--- src/rtl/apf_video_out_if.sv ---
// Video bus between the NES palette stage and the Pocket scaler output formatter.
// The master modport is the pixel source; the slave modport is the formatter.
interface apf_video_out_if;
    logic [7:0]  r;
    logic [7:0]  g;
    logic [7:0]  b;
    logic        hsync;
    logic        vsync;
    logic        hblank;
    logic        vblank;
    logic [23:0] video_rgb;
    logic        video_de;
    logic        video_hs;
    logic        video_vs;

    modport master (
        output r, g, b, hsync, vsync, hblank, vblank,
        input  video_rgb, video_de, video_hs, video_vs
    );

    modport slave (
        input  r, g, b, hsync, vsync, hblank, vblank,
        output video_rgb, video_de, video_hs, video_vs
    );
endinterface

--- src/rtl/apf_video_out.sv ---
// Formats NES video for the Analogue Pocket scaler: sync strobes, DE-gated RGB,
// end-of-line command word, and frame/line/pixel measurements for debug.
module apf_video_out #(
    parameter int CNT_W    = 16,
    parameter int HS_DELAY = 0
) (
    input  logic             clk,
    input  logic             reset_n,
    input  logic             ce_pix,
    input  logic [2:0]       scaler_slot,
    apf_video_out_if.slave   vid,
    output logic [CNT_W-1:0] frame_count,
    output logic [8:0]       lines_per_frame,
    output logic [8:0]       pixels_per_line,
    output logic             locked
);

    typedef enum logic {
        WAIT_VS,
        RUN
    } state_t;

    localparam logic [1:0] HOLD_INIT = 2'(HS_DELAY);
    localparam logic [8:0] CNT_MAX   = 9'd511;

    state_t           r_state;
    state_t           w_state_next;

    logic             r_prev_hsync;
    logic             r_prev_vsync;
    logic             r_hs_pend;
    logic [1:0]       r_hold;
    logic [23:0]      r_rgb;
    logic             r_de;
    logic             r_hs;
    logic             r_vs;
    logic [CNT_W-1:0] r_frame_cnt;
    logic [8:0]       r_line_cnt;
    logic [8:0]       r_pix_cnt;
    logic [8:0]       r_lpf;
    logic [8:0]       r_ppl;
    logic             r_locked;

    logic             w_hs_rise;
    logic             w_vs_rise;
    logic             w_de_in;
    logic             w_active;
    logic             w_hs_block;
    logic             w_hs_req;
    logic             w_hs;
    logic             w_hs_pend_next;
    logic             w_de;
    logic             w_eol;
    logic [23:0]      w_rgb;
    logic [1:0]       w_hold_next;
    logic [8:0]       w_line_inc;

    assign w_hs_rise  = vid.hsync & ~r_prev_hsync;
    assign w_vs_rise  = vid.vsync & ~r_prev_vsync;
    assign w_de_in    = ~vid.hblank & ~vid.vblank;
    assign w_line_inc = (r_line_cnt == CNT_MAX) ? CNT_MAX : r_line_cnt + 9'd1;

    always_ff @(posedge clk or negedge reset_n) begin
        if (!reset_n) begin
            r_state <= WAIT_VS;
        end else if (ce_pix) begin
            r_state <= w_state_next;
        end
    end

    always_comb begin
        w_state_next = r_state;
        if (r_state == WAIT_VS && w_vs_rise) begin
            w_state_next = RUN;
        end
    end

    // The VS pixel itself is allowed to queue an HS even while still waiting,
    // so an hsync rising together with the very first vsync is not lost.
    always_comb begin
        w_active       = (r_state == RUN);
        w_hs_block     = w_vs_rise | (r_hold != 2'd0);
        w_hs_req       = (w_active | w_vs_rise) & (w_hs_rise | r_hs_pend);
        w_hs           = w_hs_req & ~w_hs_block;
        w_hs_pend_next = w_hs_req & w_hs_block;
        w_de           = w_active & w_de_in;
        w_eol          = w_active & r_de & ~w_de_in;
        w_rgb          = 24'd0;
        if (w_de) begin
            w_rgb = {vid.r, vid.g, vid.b};
        end else if (w_eol) begin
            w_rgb = {13'd0, scaler_slot, 8'd0};
        end
        w_hold_next = r_hold;
        if (w_vs_rise) begin
            w_hold_next = HOLD_INIT;
        end else if (r_hold != 2'd0) begin
            w_hold_next = r_hold - 2'd1;
        end
    end

    always_ff @(posedge clk or negedge reset_n) begin
        if (!reset_n) begin
            r_prev_hsync <= 1'b0;
            r_prev_vsync <= 1'b0;
            r_hs_pend    <= 1'b0;
            r_hold       <= 2'd0;
            r_rgb        <= 24'd0;
            r_de         <= 1'b0;
            r_hs         <= 1'b0;
            r_vs         <= 1'b0;
        end else if (ce_pix) begin
            r_prev_hsync <= vid.hsync;
            r_prev_vsync <= vid.vsync;
            r_hs_pend    <= w_hs_pend_next;
            r_hold       <= w_hold_next;
            r_rgb        <= w_rgb;
            r_de         <= w_de;
            r_hs         <= w_hs;
            r_vs         <= w_vs_rise;
        end
    end

    // When the line ends on the VS pixel, the latched count includes that line.
    always_ff @(posedge clk or negedge reset_n) begin
        if (!reset_n) begin
            r_frame_cnt <= '0;
            r_line_cnt  <= 9'd0;
            r_pix_cnt   <= 9'd0;
            r_lpf       <= 9'd0;
            r_ppl       <= 9'd0;
            r_locked    <= 1'b0;
        end else if (ce_pix) begin
            if (w_eol) begin
                r_ppl     <= r_pix_cnt;
                r_pix_cnt <= 9'd0;
            end else if (w_de && r_pix_cnt != CNT_MAX) begin
                r_pix_cnt <= r_pix_cnt + 9'd1;
            end
            if (w_vs_rise) begin
                r_lpf       <= w_eol ? w_line_inc : r_line_cnt;
                r_line_cnt  <= 9'd0;
                r_frame_cnt <= r_frame_cnt + {{(CNT_W-1){1'b0}}, 1'b1};
                r_locked    <= 1'b1;
            end else if (w_eol) begin
                r_line_cnt <= w_line_inc;
            end
        end
    end

    assign vid.video_rgb   = r_rgb;
    assign vid.video_de    = r_de;
    assign vid.video_hs    = r_hs;
    assign vid.video_vs    = r_vs;
    assign frame_count     = r_frame_cnt;
    assign lines_per_frame = r_lpf;
    assign pixels_per_line = r_ppl;
    assign locked          = r_locked;

endmodule

--- src/flat_wrapper.sv ---
// flat-port wrapper written by rule: the top's interface ports become plain ports
module apf_video_out_flat 
#(
    parameter int CNT_W    = 16,
    parameter int HS_DELAY = 0
)
  (clk, reset_n, ce_pix, scaler_slot, frame_count, lines_per_frame, pixels_per_line, locked, vid_r, vid_g, vid_b, vid_hsync, vid_vsync, vid_hblank, vid_vblank, vid_video_rgb, vid_video_de, vid_video_hs, vid_video_vs);
  apf_video_out_if vid_i ();
  input  logic clk;
  input  logic reset_n;
  input  logic ce_pix;
  input  logic [2:0] scaler_slot;
  output logic [CNT_W-1:0] frame_count;
  output logic [8:0] lines_per_frame;
  output logic [8:0] pixels_per_line;
  output logic locked;
  input wire logic [$bits(vid_i.r)-1:0] vid_r;
  input wire logic [$bits(vid_i.g)-1:0] vid_g;
  input wire logic [$bits(vid_i.b)-1:0] vid_b;
  input wire logic [$bits(vid_i.hsync)-1:0] vid_hsync;
  input wire logic [$bits(vid_i.vsync)-1:0] vid_vsync;
  input wire logic [$bits(vid_i.hblank)-1:0] vid_hblank;
  input wire logic [$bits(vid_i.vblank)-1:0] vid_vblank;
  output wire logic [$bits(vid_i.video_rgb)-1:0] vid_video_rgb;
  output wire logic [$bits(vid_i.video_de)-1:0] vid_video_de;
  output wire logic [$bits(vid_i.video_hs)-1:0] vid_video_hs;
  output wire logic [$bits(vid_i.video_vs)-1:0] vid_video_vs;
  assign vid_i.r = vid_r;
  assign vid_i.g = vid_g;
  assign vid_i.b = vid_b;
  assign vid_i.hsync = vid_hsync;
  assign vid_i.vsync = vid_vsync;
  assign vid_i.hblank = vid_hblank;
  assign vid_i.vblank = vid_vblank;
  assign vid_video_rgb = vid_i.video_rgb;
  assign vid_video_de = vid_i.video_de;
  assign vid_video_hs = vid_i.video_hs;
  assign vid_video_vs = vid_i.video_vs;
  apf_video_out #(.CNT_W(CNT_W), .HS_DELAY(HS_DELAY)) u_core (.clk(clk), .reset_n(reset_n), .ce_pix(ce_pix), .scaler_slot(scaler_slot), .vid(vid_i), .frame_count(frame_count), .lines_per_frame(lines_per_frame), .pixels_per_line(pixels_per_line), .locked(locked));
endmodule
--- config.mk ---
export PLATFORM = sky130hd
export DESIGN_NAME = apf_video_out_flat
export DESIGN_NICKNAME = d
export VERILOG_FILES = /design/src/rtl/apf_video_out_if.sv /design/src/rtl/apf_video_out.sv /design/src/flat_wrapper.sv
export SDC_FILE = /design/constraint.sdc
export NUM_CORES = 1
export LEC_CHECK = 0
export BUFFER_PORTS_ARGS = -buffer_cell sky130_fd_sc_hd__buf_2
export CORE_AREA = 5 5 98 100
export CTS_BUF_LIST = sky130_fd_sc_hd__clkbuf_4 sky130_fd_sc_hd__clkbuf_8 sky130_fd_sc_hd__clkbuf_16
export DETAILED_ROUTE_END_ITERATION = 7
export DIE_AREA = 0 0 103 105
export PLACE_DENSITY = 0.72
export SYNTH_ARGS = -nofsm -noshare
export SYNTH_HDL_FRONTEND = slang
export SYNTH_SLANG_ARGS = --single-unit
--- constraint.sdc ---
create_clock -name clk -period 4.9 [get_ports clk]
set_input_delay 1.225 -clock clk [delete_from_list [all_inputs] [get_ports clk]]
set_output_delay 1.225 -clock clk [all_outputs]
set_load 0.05 [all_outputs]
==> impl_metrics.py <==
metrics = {
    "outcome": {
        "status": "finished, final reports clean",
    },
    "sta": {
        "setup_viol": 0,
        "hold_viol_final": 0,
        "finalSetupTns_ns": 0,
        "fin_skew_ns": 0.00910,
        "relSlewSlack_pct": 28.4,
        "rsz0062_at_grt": "false",
        "fin_crit_ns": 2.79,
        "hold_ws_ns": 0.473,
        "clock.fmax_mhz": 358,
        "fin_ws_ns": 2.11,
        "drv_slew": 0,
        "final.period_utilization_pct": 56.9,
        "worst_slew_pin_slew_ns": 1.07,
    },
    "floorplan": {
        "dieArea_um2": 10800,
        "die_y_um": 105,
        "initial_core_util_pct": 44.2,
        "boundaryPins": 96,
        "chipWidth_um": 103,
        "core_area_um2": 8590,
        "num_rows": 34,
    },
    "worst_setup_path": {
        "worstSetupEndpointType": "register",
        "crit_path_top_delay_cell": "and2_0",
        "timing.critical_path.cells": "buf_2 > and2_0 > nor2_1 > mux2_2",
        "crit_family": "simple AND/OR/NAND/NOR gates",
        "crit_buf_inv": 1,
        "crit_arrival_ns": 3.02,
        "cp-start-kind": "primary input",
        "criticalPathCategory": "in -> reg",
        "worstPathRequired_ns": 5.13,
        "crit_fanout": 44,
        "max_stage_delay_ns": 0.76,
    },
    "run": {
        "maxCapViolCount": 0,
    },
    "yosys": {
        "synthCells": 388,
        "synth.distinct_cells": 44,
        "syn_area_per_cell_um2": 9.78,
        "synth_top_family_by_area": "simple AND/OR/NAND/NOR gates",
        "syn_area_um2": 3800,
        "ys_seq_area_share_pct": 56.7,
        "yosysWarnings": 0,
        "yosys.area_share.adder_pct": 1.65,
        "synth_compound_area_share_pct": 11.2,
        "syn_nets": 427,
        "muxShareOfSynthArea_pct": 1.15,
        "synth-simple-area-share_pct": 18.1,
        "synth-xor-area-share_pct": 6.23,
        "synth_seq_cells": 86,
    },
    "power_and_ir_drop": {
        "power_mw": 1.87,
        "cellLeakagePower_nw": 2.30,
        "irDropWorstVdd_mv": 0.166,
        "power.density_nw_per_um2": 406,
    },
    "finish": {
        "multi_input_area_um2": 1460,
        "final_common_cell": "buf_2",
        "fillers": 798,
        "mostFrequentLayoutCells": "buf_2 (94), dfrtp_1 (86), nand2_1 (69)",
        "seq_area_um2": 2150,
        "nNetsFinal": 519,
        "antenna_cells": 0,
        "drive_gt1_share_pct": 25.4,
        "area_growth_pct": 21.3,
        "fin_area_um2": 4600,
    },
    "route": {
        "num_vias": 2993,
        "first_pass_iters": 4,
        "ant_nets": 0,
        "via_per_inst": 5.05,
        "routedWlPerCell_um": 14.0,
        "drc_errors": 0,
        "drtIter0Drc": 141,
        "finalWirelength_mm": 8.32,
    },
    "clock_network": {
        "cts_setup_buffers": 0,
        "insertion_delay_ns": 0.35,
        "hold_buffers": 0,
        "cts-root-buf": "clkbuf_8",
        "cts_buffers": 9,
        "cts_resized": 0,
        "clock_sinks": 86,
        "cts_buffer_depth": 2,
        "path_clk_slew_ns": 0.09,
        "cts_tree": "built",
        "cts_max_level": 3,
    },
    "placed_design": {
        "place_area_um2": 4370,
        "dp_hpwl_mm": 5.91,
        "place_ws_ns": 1.78,
        "gp_congestion": 0.829,
        "io_buffers": 95,
    },
    "hold_path": {
        "hold_path.class": "reg -> reg",
    },
    "global_route": {
        "grt_first_pass_wirelength_mm": 14.1,
        "gr-usage-all-layers_pct": 16.3,
        "grt_max_degree": 87,
        "grt_overflow": 0,
        "first_global_vias": 2879,
        "antenna_found_initial": 0,
    },
}
==> layout make-up <==
type / instances / area share [%]
flip-flops and latches: 86 / 46.7
repair buffers: 98 / 10.9
clock buffers: 13 / 3.75
multi-input cells: 253 / 31.7
inverters: 32 / 2.61
well taps: 108 / 2.93
clock inverters: 3 / 1.41
==> cells in the mapped netlist <==
cell	n	area, um^2
a21o_1	1	7.51
a21oi_1	14	70.1
a22o_1	2	17.5
a31o_1	1	8.76
a31o_2	1	8.76
a31oi_1	7	43.8
a32oi_1	3	26.3
a41oi_1	1	8.76
and2_0	1	6.26
and3_1	7	43.8
and3b_1	1	8.76
and4_1	4	35.0
buf_2	3	15.0
clkbuf_1	12	45.0
clkbuf_2	2	10.0
dfrtp_1	86	2150
ha_1	5	62.6
inv_1	32	120
mux2_2	3	33.8
mux2i_1	1	10.0
nand2_1	69	259
nand2b_1	1	6.26
nand3_1	10	50.1
nand4_1	6	37.5
nand4bb_1	1	11.3
nor2_1	25	93.8
nor2b_1	3	18.8
nor3_1	9	45.0
nor3b_1	2	15.0
nor4_1	2	12.5
nor4_2	1	12.5
nor4b_1	1	8.76
o2111ai_1	1	8.76
o2111ai_2	1	15.0
o211a_1	1	10.0
o211ai_1	2	15.0
o21ai_0	32	160
o21ai_1	2	10.0
o221ai_1	1	8.76
o22ai_1	1	6.26
or2_2	2	12.5
or3b_1	1	8.76
xnor2_1	20	175
xor2_1	7	61.3
==> worst reg2reg max path: stages, from the launching register on <==
cell and delay [ns]:
dfrtp_1 0.49, o211a_1 0.45, and2_0 0.73, nor2_1 0.18, mux2_2 0.30
==> report_power, final <==
group	internal, mW	total (mW)	switching, mW	leakage, nW
clock	0.334	0.573	0.239	0.123
combinational	0.111	0.443	0.332	1.03
sequential	0.785	0.853	0.0676	1.14
==> worst paths after layout <==
check / from / to / depth (start not counted) / slack [ns]
hold / removal: u_core.locked / u_core.locked / 1 / 0.47
hold reg to reg: u_core.locked / u_core.locked / 1 / 0.47
setup / recovery: ce_pix / u_core.r_pix_cnt[0] / 4 / 2.11
setup reg to reg: u_core.r_state / u_core.r_pix_cnt[0] / 4 / 2.63
min in group asynchronous: reset_n / u_core.lines_per_frame[7] / 1 / 1.08
max in group asynchronous: reset_n / u_core.pixels_per_line[5] / 1 / 3.15
==> registers in the layout (all words and copies together), names as in the netlist, 2 cells and up <==
signal / cells
u_core.r_line_cnt: 9
u_core.vid.video_rgb: 24
u_core.lines_per_frame: 9
u_core.r_hold: 2
u_core.pixels_per_line: 9
u_core.r_pix_cnt: 9
u_core.frame_count: 16
==> logic make-up (layout without fill, tap and decap cells) <==
kind of cell	count (synthesis)	after routing
xor+xnor	27	27
flops	86	86
compound gates	71	71
fa+ha+maj	5	5
simple gates	146	146
buf+inv	49	146
mux	4	4
==> through the flow <==
step                      std cells  utilization (%)
after floorplan                 388                -
final                           593             53.6
after global placement          577             50.8
after detailed placement        577             50.8
after CTS                       593             53.6
after global routing            593             53.6
==> metal layers <==
layer | part of all wire, % | track usage [%]
met3 | 5.6 | 4.86
met5 | 0 | 0
met1 | 47 | 22.8
met2 | 46 | 24.5
met4 | 1.5 | 5.09
(Power assumes the default switching activity.)
